File: src/rtl/cmd_frame_parser_if.sv
// rtl/cmd_frame_parser_if.sv - RX byte stream and decoded command bus of the frame parser
interface cmd_frame_parser_if #(
    parameter int MAX_WORDS = 4
) ();
    logic [7:0]             rx_axis_tdata;
    logic                   rx_axis_tvalid;
    logic                   rx_axis_tlast;
    logic                   rx_axis_tready;
    logic                   cmd_valid;
    logic                   cmd_ready;
    logic                   cmd_chan;
    logic                   cmd_write;
    logic [31:0]            cmd_id;
    logic [31:0]            cmd_addr;
    logic [32*MAX_WORDS-1:0] cmd_data;
    logic [5:0]             cmd_nwords;
    logic [47:0]            cmd_src_mac;

    modport slave (
        input  rx_axis_tdata, rx_axis_tvalid, rx_axis_tlast, cmd_ready,
        output rx_axis_tready, cmd_valid, cmd_chan, cmd_write, cmd_id, cmd_addr,
               cmd_data, cmd_nwords, cmd_src_mac
    );

    modport master (
        output rx_axis_tdata, rx_axis_tvalid, rx_axis_tlast, cmd_ready,
        input  rx_axis_tready, cmd_valid, cmd_chan, cmd_write, cmd_id, cmd_addr,
               cmd_data, cmd_nwords, cmd_src_mac
    );
endinterface

File: src/rtl/cmd_frame_parser.sv
// rtl/cmd_frame_parser.sv - Ethernet command-frame parser: MAC filter, tag/opcode decode, command handshake
module cmd_frame_parser #(
    parameter int          MAX_WORDS = 4,
    parameter logic [15:0] CHAN0_TAG = 16'h4343,
    parameter logic [15:0] CHAN1_TAG = 16'h4646,
    parameter logic [15:0] WR_TAG    = 16'h5757,
    parameter logic [15:0] RD_TAG    = 16'h5252
) (
    input  logic        gtx_clk_bufg,
    input  logic        gtx_resetn,
    input  logic [47:0] fpga_mac,
    input  logic        promisc,
    cmd_frame_parser_if.slave rx,
    output logic        frame_err,
    output logic [15:0] frames_ok,
    output logic [15:0] frames_dropped
);

    typedef enum logic [2:0] {ST_SYNC, ST_HDR, ST_DATA, ST_DROP, ST_HOLD} state_t;

    state_t                  state;
    logic [7:0]              offset;
    logic [39:0]             dst_sr;
    logic [7:0]              tag_hi;
    logic [23:0]             word_sr;
    logic [1:0]              byte_idx;
    logic                    tready_r;
    logic                    cmd_valid_r;
    logic                    chan_r;
    logic                    write_r;
    logic [31:0]             id_r;
    logic [31:0]             addr_r;
    logic [32*MAX_WORDS-1:0] data_r;
    logic [5:0]              nwords_r;
    logic [47:0]             src_r;

    logic        beat;
    logic [7:0]  b;
    logic [47:0] dst_full;
    logic [15:0] tag_full;
    logic [31:0] word_full;
    logic [7:0]  offset_inc;
    logic        dst_ok;
    logic        filter_fail;

    function automatic logic [15:0] sat_inc(input logic [15:0] v);
        return (v == 16'hFFFF) ? v : v + 16'd1;
    endfunction

    assign beat       = rx.rx_axis_tvalid & tready_r;
    assign b          = rx.rx_axis_tdata;
    assign dst_full   = {dst_sr, b};
    assign tag_full   = {tag_hi, b};
    assign word_full  = {b, word_sr};
    assign offset_inc = (offset == 8'hFF) ? offset : offset + 8'd1;
    assign dst_ok     = promisc || (dst_full == fpga_mac) || (dst_full == 48'hFFFF_FFFF_FFFF);
    assign filter_fail = ((offset == 8'd5)  && !dst_ok) ||
                         ((offset == 8'd17) && (tag_full != CHAN0_TAG) && (tag_full != CHAN1_TAG)) ||
                         ((offset == 8'd19) && (tag_full != WR_TAG) && (tag_full != RD_TAG));

    always_ff @(posedge gtx_clk_bufg or negedge gtx_resetn) begin
        if (!gtx_resetn) begin
            state          <= ST_SYNC;
            offset         <= '0;
            dst_sr         <= '0;
            tag_hi         <= '0;
            word_sr        <= '0;
            byte_idx       <= '0;
            tready_r       <= 1'b0;
            cmd_valid_r    <= 1'b0;
            chan_r         <= 1'b0;
            write_r        <= 1'b0;
            id_r           <= '0;
            addr_r         <= '0;
            data_r         <= '0;
            nwords_r       <= '0;
            src_r          <= '0;
            frame_err      <= 1'b0;
            frames_ok      <= '0;
            frames_dropped <= '0;
        end else begin
            frame_err <= 1'b0;
            case (state)
                // Whatever was in flight when reset hit is swallowed here.
                ST_SYNC: begin
                    tready_r <= 1'b1;
                    offset   <= '0;
                    if (!rx.rx_axis_tvalid || (beat && rx.rx_axis_tlast))
                        state <= ST_HDR;
                end
                ST_HDR: if (beat) begin
                    offset <= offset_inc;
                    if (offset == 8'd0) begin
                        data_r   <= '0;
                        nwords_r <= '0;
                        byte_idx <= '0;
                    end
                    if (offset < 8'd6)
                        dst_sr <= dst_full[39:0];
                    else if (offset < 8'd12)
                        src_r <= {src_r[39:0], b};
                    else if ((offset == 8'd16) || (offset == 8'd18))
                        tag_hi <= b;
                    else if (offset == 8'd17)
                        chan_r <= (tag_full == CHAN1_TAG);
                    else if (offset == 8'd19)
                        write_r <= (tag_full == WR_TAG);
                    else if ((offset >= 8'd20) && (offset < 8'd24))
                        id_r <= {b, id_r[31:8]};
                    else if (offset >= 8'd24)
                        addr_r <= {b, addr_r[31:8]};
                    // tlast wins over a filter failure on the same beat: one drop only.
                    if (rx.rx_axis_tlast) begin
                        offset <= '0;
                        if (offset == 8'd27) begin
                            state       <= ST_HOLD;
                            tready_r    <= 1'b0;
                            cmd_valid_r <= 1'b1;
                            frames_ok   <= sat_inc(frames_ok);
                        end else begin
                            frame_err      <= 1'b1;
                            frames_dropped <= sat_inc(frames_dropped);
                        end
                    end else if (filter_fail) begin
                        state <= ST_DROP;
                    end else if (offset == 8'd27) begin
                        state <= ST_DATA;
                    end
                end
                ST_DATA: if (beat) begin
                    offset   <= offset_inc;
                    byte_idx <= byte_idx + 2'd1;
                    word_sr  <= word_full[31:8];
                    if ((byte_idx == 2'd3) && (nwords_r < 6'(MAX_WORDS))) begin
                        for (int k = 0; k < MAX_WORDS; k++)
                            if (nwords_r == 6'(k))
                                data_r[32*k +: 32] <= word_full;
                        nwords_r <= nwords_r + 6'd1;
                    end
                    if (rx.rx_axis_tlast) begin
                        offset      <= '0;
                        state       <= ST_HOLD;
                        tready_r    <= 1'b0;
                        cmd_valid_r <= 1'b1;
                        frames_ok   <= sat_inc(frames_ok);
                    end
                end
                ST_DROP: if (beat) begin
                    offset <= offset_inc;
                    if (rx.rx_axis_tlast) begin
                        offset         <= '0;
                        state          <= ST_HDR;
                        frame_err      <= 1'b1;
                        frames_dropped <= sat_inc(frames_dropped);
                    end
                end
                ST_HOLD: if (rx.cmd_ready) begin
                    cmd_valid_r <= 1'b0;
                    tready_r    <= 1'b1;
                    state       <= ST_HDR;
                end
                default: state <= ST_SYNC;
            endcase
        end
    end

    assign rx.rx_axis_tready = tready_r;
    assign rx.cmd_valid      = cmd_valid_r;
    assign rx.cmd_chan       = chan_r;
    assign rx.cmd_write      = write_r;
    assign rx.cmd_id         = id_r;
    assign rx.cmd_addr       = addr_r;
    assign rx.cmd_data       = data_r;
    assign rx.cmd_nwords     = nwords_r;
    assign rx.cmd_src_mac    = src_r;

endmodule

File: src/flat_wrapper.sv
// flat-port wrapper written by rule: the top's interface ports become plain ports
module cmd_frame_parser_flat 
#(
    parameter int          MAX_WORDS = 4,
    parameter logic [15:0] CHAN0_TAG = 16'h4343,
    parameter logic [15:0] CHAN1_TAG = 16'h4646,
    parameter logic [15:0] WR_TAG    = 16'h5757,
    parameter logic [15:0] RD_TAG    = 16'h5252
)
  (gtx_clk_bufg, gtx_resetn, fpga_mac, promisc, frame_err, frames_ok, frames_dropped, rx_rx_axis_tdata, rx_rx_axis_tvalid, rx_rx_axis_tlast, rx_cmd_ready, rx_rx_axis_tready, rx_cmd_valid, rx_cmd_chan, rx_cmd_write, rx_cmd_id, rx_cmd_addr, rx_cmd_data, rx_cmd_nwords, rx_cmd_src_mac);
  cmd_frame_parser_if #(.MAX_WORDS(MAX_WORDS)) rx_i ();
  input  logic gtx_clk_bufg;
  input  logic gtx_resetn;
  input  logic [47:0] fpga_mac;
  input  logic promisc;
  output logic frame_err;
  output logic [15:0] frames_ok;
  output logic [15:0] frames_dropped;
  input wire logic [$bits(rx_i.rx_axis_tdata)-1:0] rx_rx_axis_tdata;
  input wire logic [$bits(rx_i.rx_axis_tvalid)-1:0] rx_rx_axis_tvalid;
  input wire logic [$bits(rx_i.rx_axis_tlast)-1:0] rx_rx_axis_tlast;
  input wire logic [$bits(rx_i.cmd_ready)-1:0] rx_cmd_ready;
  output wire logic [$bits(rx_i.rx_axis_tready)-1:0] rx_rx_axis_tready;
  output wire logic [$bits(rx_i.cmd_valid)-1:0] rx_cmd_valid;
  output wire logic [$bits(rx_i.cmd_chan)-1:0] rx_cmd_chan;
  output wire logic [$bits(rx_i.cmd_write)-1:0] rx_cmd_write;
  output wire logic [$bits(rx_i.cmd_id)-1:0] rx_cmd_id;
  output wire logic [$bits(rx_i.cmd_addr)-1:0] rx_cmd_addr;
  output wire logic [$bits(rx_i.cmd_data)-1:0] rx_cmd_data;
  output wire logic [$bits(rx_i.cmd_nwords)-1:0] rx_cmd_nwords;
  output wire logic [$bits(rx_i.cmd_src_mac)-1:0] rx_cmd_src_mac;
  assign rx_i.rx_axis_tdata = rx_rx_axis_tdata;
  assign rx_i.rx_axis_tvalid = rx_rx_axis_tvalid;
  assign rx_i.rx_axis_tlast = rx_rx_axis_tlast;
  assign rx_i.cmd_ready = rx_cmd_ready;
  assign rx_rx_axis_tready = rx_i.rx_axis_tready;
  assign rx_cmd_valid = rx_i.cmd_valid;
  assign rx_cmd_chan = rx_i.cmd_chan;
  assign rx_cmd_write = rx_i.cmd_write;
  assign rx_cmd_id = rx_i.cmd_id;
  assign rx_cmd_addr = rx_i.cmd_addr;
  assign rx_cmd_data = rx_i.cmd_data;
  assign rx_cmd_nwords = rx_i.cmd_nwords;
  assign rx_cmd_src_mac = rx_i.cmd_src_mac;
  cmd_frame_parser #(.MAX_WORDS(MAX_WORDS), .CHAN0_TAG(CHAN0_TAG), .CHAN1_TAG(CHAN1_TAG), .WR_TAG(WR_TAG), .RD_TAG(RD_TAG)) u_core (.gtx_clk_bufg(gtx_clk_bufg), .gtx_resetn(gtx_resetn), .fpga_mac(fpga_mac), .promisc(promisc), .rx(rx_i), .frame_err(frame_err), .frames_ok(frames_ok), .frames_dropped(frames_dropped));
endmodule
File: config.mk
export PLATFORM = sky130hd
export DESIGN_NAME = cmd_frame_parser_flat
export DESIGN_NICKNAME = d
export VERILOG_FILES = /design/src/rtl/cmd_frame_parser_if.sv /design/src/rtl/cmd_frame_parser.sv /design/src/flat_wrapper.sv
export SDC_FILE = /design/constraint.sdc
export NUM_CORES = 1
export LEC_CHECK = 0
export ABC_AREA = 1
export BUFFER_PORTS_ARGS = -buffer_cell sky130_fd_sc_hd__buf_2
export CORE_ASPECT_RATIO = 1.1
export CORE_UTILIZATION = 54
export CTS_BUF_LIST = sky130_fd_sc_hd__clkbuf_8 sky130_fd_sc_hd__clkbuf_16
export DETAILED_ROUTE_END_ITERATION = 8
export GPL_TIMING_DRIVEN = 0
export PLACE_DENSITY = 0.8
export REMOVE_ABC_BUFFERS = 1
export SYNTH_ARGS = -nofsm -noshare
export SYNTH_HDL_FRONTEND = slang
export SYNTH_SLANG_ARGS = --single-unit
File: constraint.sdc
create_clock -name gtx_clk_bufg -period 2.2 [get_ports gtx_clk_bufg]
set_input_delay 0.66 -clock gtx_clk_bufg [delete_from_list [all_inputs] [get_ports gtx_clk_bufg]]
set_output_delay 0.66 -clock gtx_clk_bufg [all_outputs]
set_load 0.005 [all_outputs]
==> summary.txt <==
Clock network
  • Clock slew at reported path FFs: 60 ps
  • Hold_buf cts: 0
  • Clk Latency, worst-skew pair: 510 ps
  • CTS tree: built
  • CTS Buffer Depth: 3
  • Num CTS Buffers: 37
  • Clock Sinks: 368
  • CTS root buffer: clkbuf_16
  • Htree depth: 2

Setup path
  • Critical path arrival: 2550 ps
  • Setup slack, reg-to-reg: between 50 and 60 ps
  • Critical path origin: u_core.offset[0]
  • Critical Path End Type: flop
  • Critical path type: reg -> reg
  • CP required: 2610 ps
  • Worst-path maximum fanout: 8
  • Reg2Reg Depth: 9
  • CP Launch Type: flop
  • Critical R2R Launch: u_core.offset[0]

Synthesis
  • Share of synthesized registers carrying an async set or reset: 100%
  • Synth Instances: 1579
  • Synth Warn #: 0
  • Syn_area_per_cell: 9.76 sq um
  • Synth Cell Area: roughly 15000 sq um
  • Post-synthesis sequential area ratio: 59.8%
  • EDFF count, synth: 0
  • Top cells by area, synth: dfrtp_1 (60%), nand2_1 (10%), o21ai_0 (7.6%)
  • Distinct cells, synth: 39
  • Yosys top cell by area: dfrtp_1
  • Share of the synthesized area in the top cell type: roughly 60%
  • Most common flop cell mapped by yosys: dfrtp_1
  • Flops & latches, synth: 368

Routing
  • Iter 0 DRT Violations: 1226
  • DRC violations left: 0
  • Post-Route WL: 41600 um
  • Pre-antenna DRT Iters: 5
  • Via count: 12671
  • DR vias/cell: 5.40
  • Drt wl/cell: around 18 um
  • Final ANT Viol Nets: 0

Timing
  • Final setup violation count: 0
  • Post-route clock period utilization: 97.6%
  • Final setup margin: between 50 and 60 ps
  • Skew final: 12.1 ps
  • Fmax: roughly 470 MHz
  • Least-Margin Pin Slew: 642 ps
  • Minimum clock period after layout: approximately 2100 ps
  • Worst relative slew slack: 57.2%
  • Hold Fails Final Rpt: 0
  • Fin Setup TNS: 0 ps
  • Fin. max-slew vios: 0

Finish
  • Area delta synth->final: 25.7%
  • Final Util: 69.3%
  • Design area: 19400 sq um
  • Layout cells sized above 1: 28.9%
  • Nets: just over 2000

Placement
  • Post-detail-place hpwl: approximately 27000 um
  • Routability congestion estimate: 0.868
  • Placed inst area: 17600 sq um
  • Dpl ws: -1170 ps
  • Buffers on Ports: 344

Die
  • Top Ports: between 300 and 400
  • Die area: 29200 sq um
  • Initial core utilization: 55.1%
  • Core area: 27900 sq um
  • Die Ht: roughly 180 um
  • Die width: 163 um
  • Core Rows: 64

Power
  • PD cells: 1170 nW/um^2
  • Lkg Pwr: 10.1 nW
  • Overall Power: 22.6 mW
  • Maximum vdd drop: roughly 790 uV

Status
  • Outcome: finished, final reports clean

GRT
  • Grt total ovfl: 0
  • First-pass GRT wire length: a little over 60000 um
  • Pin count of the biggest net entering global routing: 128
  • Vias in the first global route: approximately 12000
  • Initial antenna violation count: 4
  • Total track usage: 26.7%

Worst hold path
  • Worst Hold Class: in -> async

Flow run
  • Max-cap violations: 0
[metal layers]
layer  vias up  track usage [%]  routed length (um)
met3       107             5.14                2840
met4         0             11.2                1420
met1      6190             33.8               16800
li1       5891                -                   -
met5         -                0                   0
met2       483             44.8               20500
[layout by cell type, fill, tap and decap left out, types with 5 or more instances in the layout]
cell / count
o21ai_1: 8
nand2_1: 405
inv_1: 137
dfrtp_1: 368
mux2_2: 74
nor3_1: 24
inv_2: 5
nor3_4: 5
buf_2: 343
nand4_1: 10
nor2_1: 67
clkbuf_8: 5
clkinv_2: 9
o21ai_4: 6
ha_1: 11
nand2_4: 6
nor4_1: 5
xnor2_1: 47
nand3_1: 40
o21ai_0: 229
diode_2: 5
clkbuf_16: 40
buf_4: 21
xor2_1: 24
nor2_2: 6
a21oi_1: 18
nor2_4: 7
buf_16: 5
[critical path, stage by stage (launching register included)]
cell and delay, ps:
dfrtp_1 370, inv_1 100, ha_1 200, or2_2 320
nand3_4 150, nand2_1 130, nor3_4 170, buf_12 170
o21ai_2 160, o21ai_0 270
[registers in the layout, summed over array words and instances (netlist names), 2 cells and up]
name	cells
u_core.dst_sr	40
u_core.state	3
u_core.byte_idx	2
u_core.rx.cmd_src_mac	48
u_core.frames_ok	16
u_core.rx.cmd_nwords	6
u_core.rx.cmd_id	32
u_core.rx.cmd_data	128
u_core.frames_dropped	16
u_core.rx.cmd_addr	32
u_core.offset	8
u_core.tag_hi	8
u_core.word_sr	24
[Yosys cell counts, types with 2 or more instances]
library cell	count
nor2_2	3
nand2_1	411
inv_1	132
or2_2	3
o21ai_0	233
nor2_1	73
xnor2_1	47
nor2_4	4
nand4_1	10
buf_4	2
nand3_1	43
ha_1	11
nand2_2	5
nand3b_1	3
o211ai_1	2
o21ai_1	6
xor2_1	24
dfrtp_1	368
clkbuf_1	28
clkinv_1	2
nor3_1	29
a21oi_1	21
mux2_2	74
buf_2	26
nor4_1	5
[final timing paths]
kind                                             end
max reg2reg                    u_core.rx.cmd_addr[5]
min                        u_core.rx.cmd_src_mac[26]
min in group gtx_clk_bufg          u_core.word_sr[0]
min reg2reg                        u_core.word_sr[0]
max                            u_core.rx.cmd_addr[5]
max in group asynchronous    u_core.rx.cmd_data[120]
[cell type report]
type	count	area, sq um
Sequential cell	368	9210
Fill cell	2083	8580
Multi-Input combinational cell	1027	5810
Timing Repair Buffer	378	2180
Clock buffer	44	1040
Inverter	135	515
Tap cell	363	454
Clock inverter	23	133
Timing Repair inverter	2	12.5
Antenna cell	5	12.5
[power by group]
part           switching, mW  internal (mW)
combinational           4.45           2.62
sequential              1.15           8.37
clock                   2.55           3.50
[through the flow]
step / instances / hold slack (ps)
finish: 2345 / 58.0
global route: 2343 / 76.4
CTS: 2317 / 67.8
detailed placement: 2240 / 468
global placement: 2229 / 457
floorplan: 1522 / 364
[kinds of logic (layout without fill, tap and decap cells)]
family,count (synthesis),after routing,share of synthesized area [%]
XOR/XNOR,71,71,4.04
AND/OR/NAND/NOR,594,597,15.9
multiplexers,74,74,5.41
buffers and inverters,192,582,4.99
other,0,5,0
AO/OA/AOI/OAI,269,274,8.97
flip-flops,368,368,59.8
adder cells (fa/ha/maj),11,11,0.893
[what timing repair did]
action / in CTS / in global routing
setup endpoints to repair: 256 / 206
gates resized for setup: 23 / 41
cloned: 4 / 7
endpoints found under the hold margin: 0 / 0
pin swaps: 2 / 11
buffers inserted: 6 / 16
Note: power is estimated with default switching activity, not from simulation.
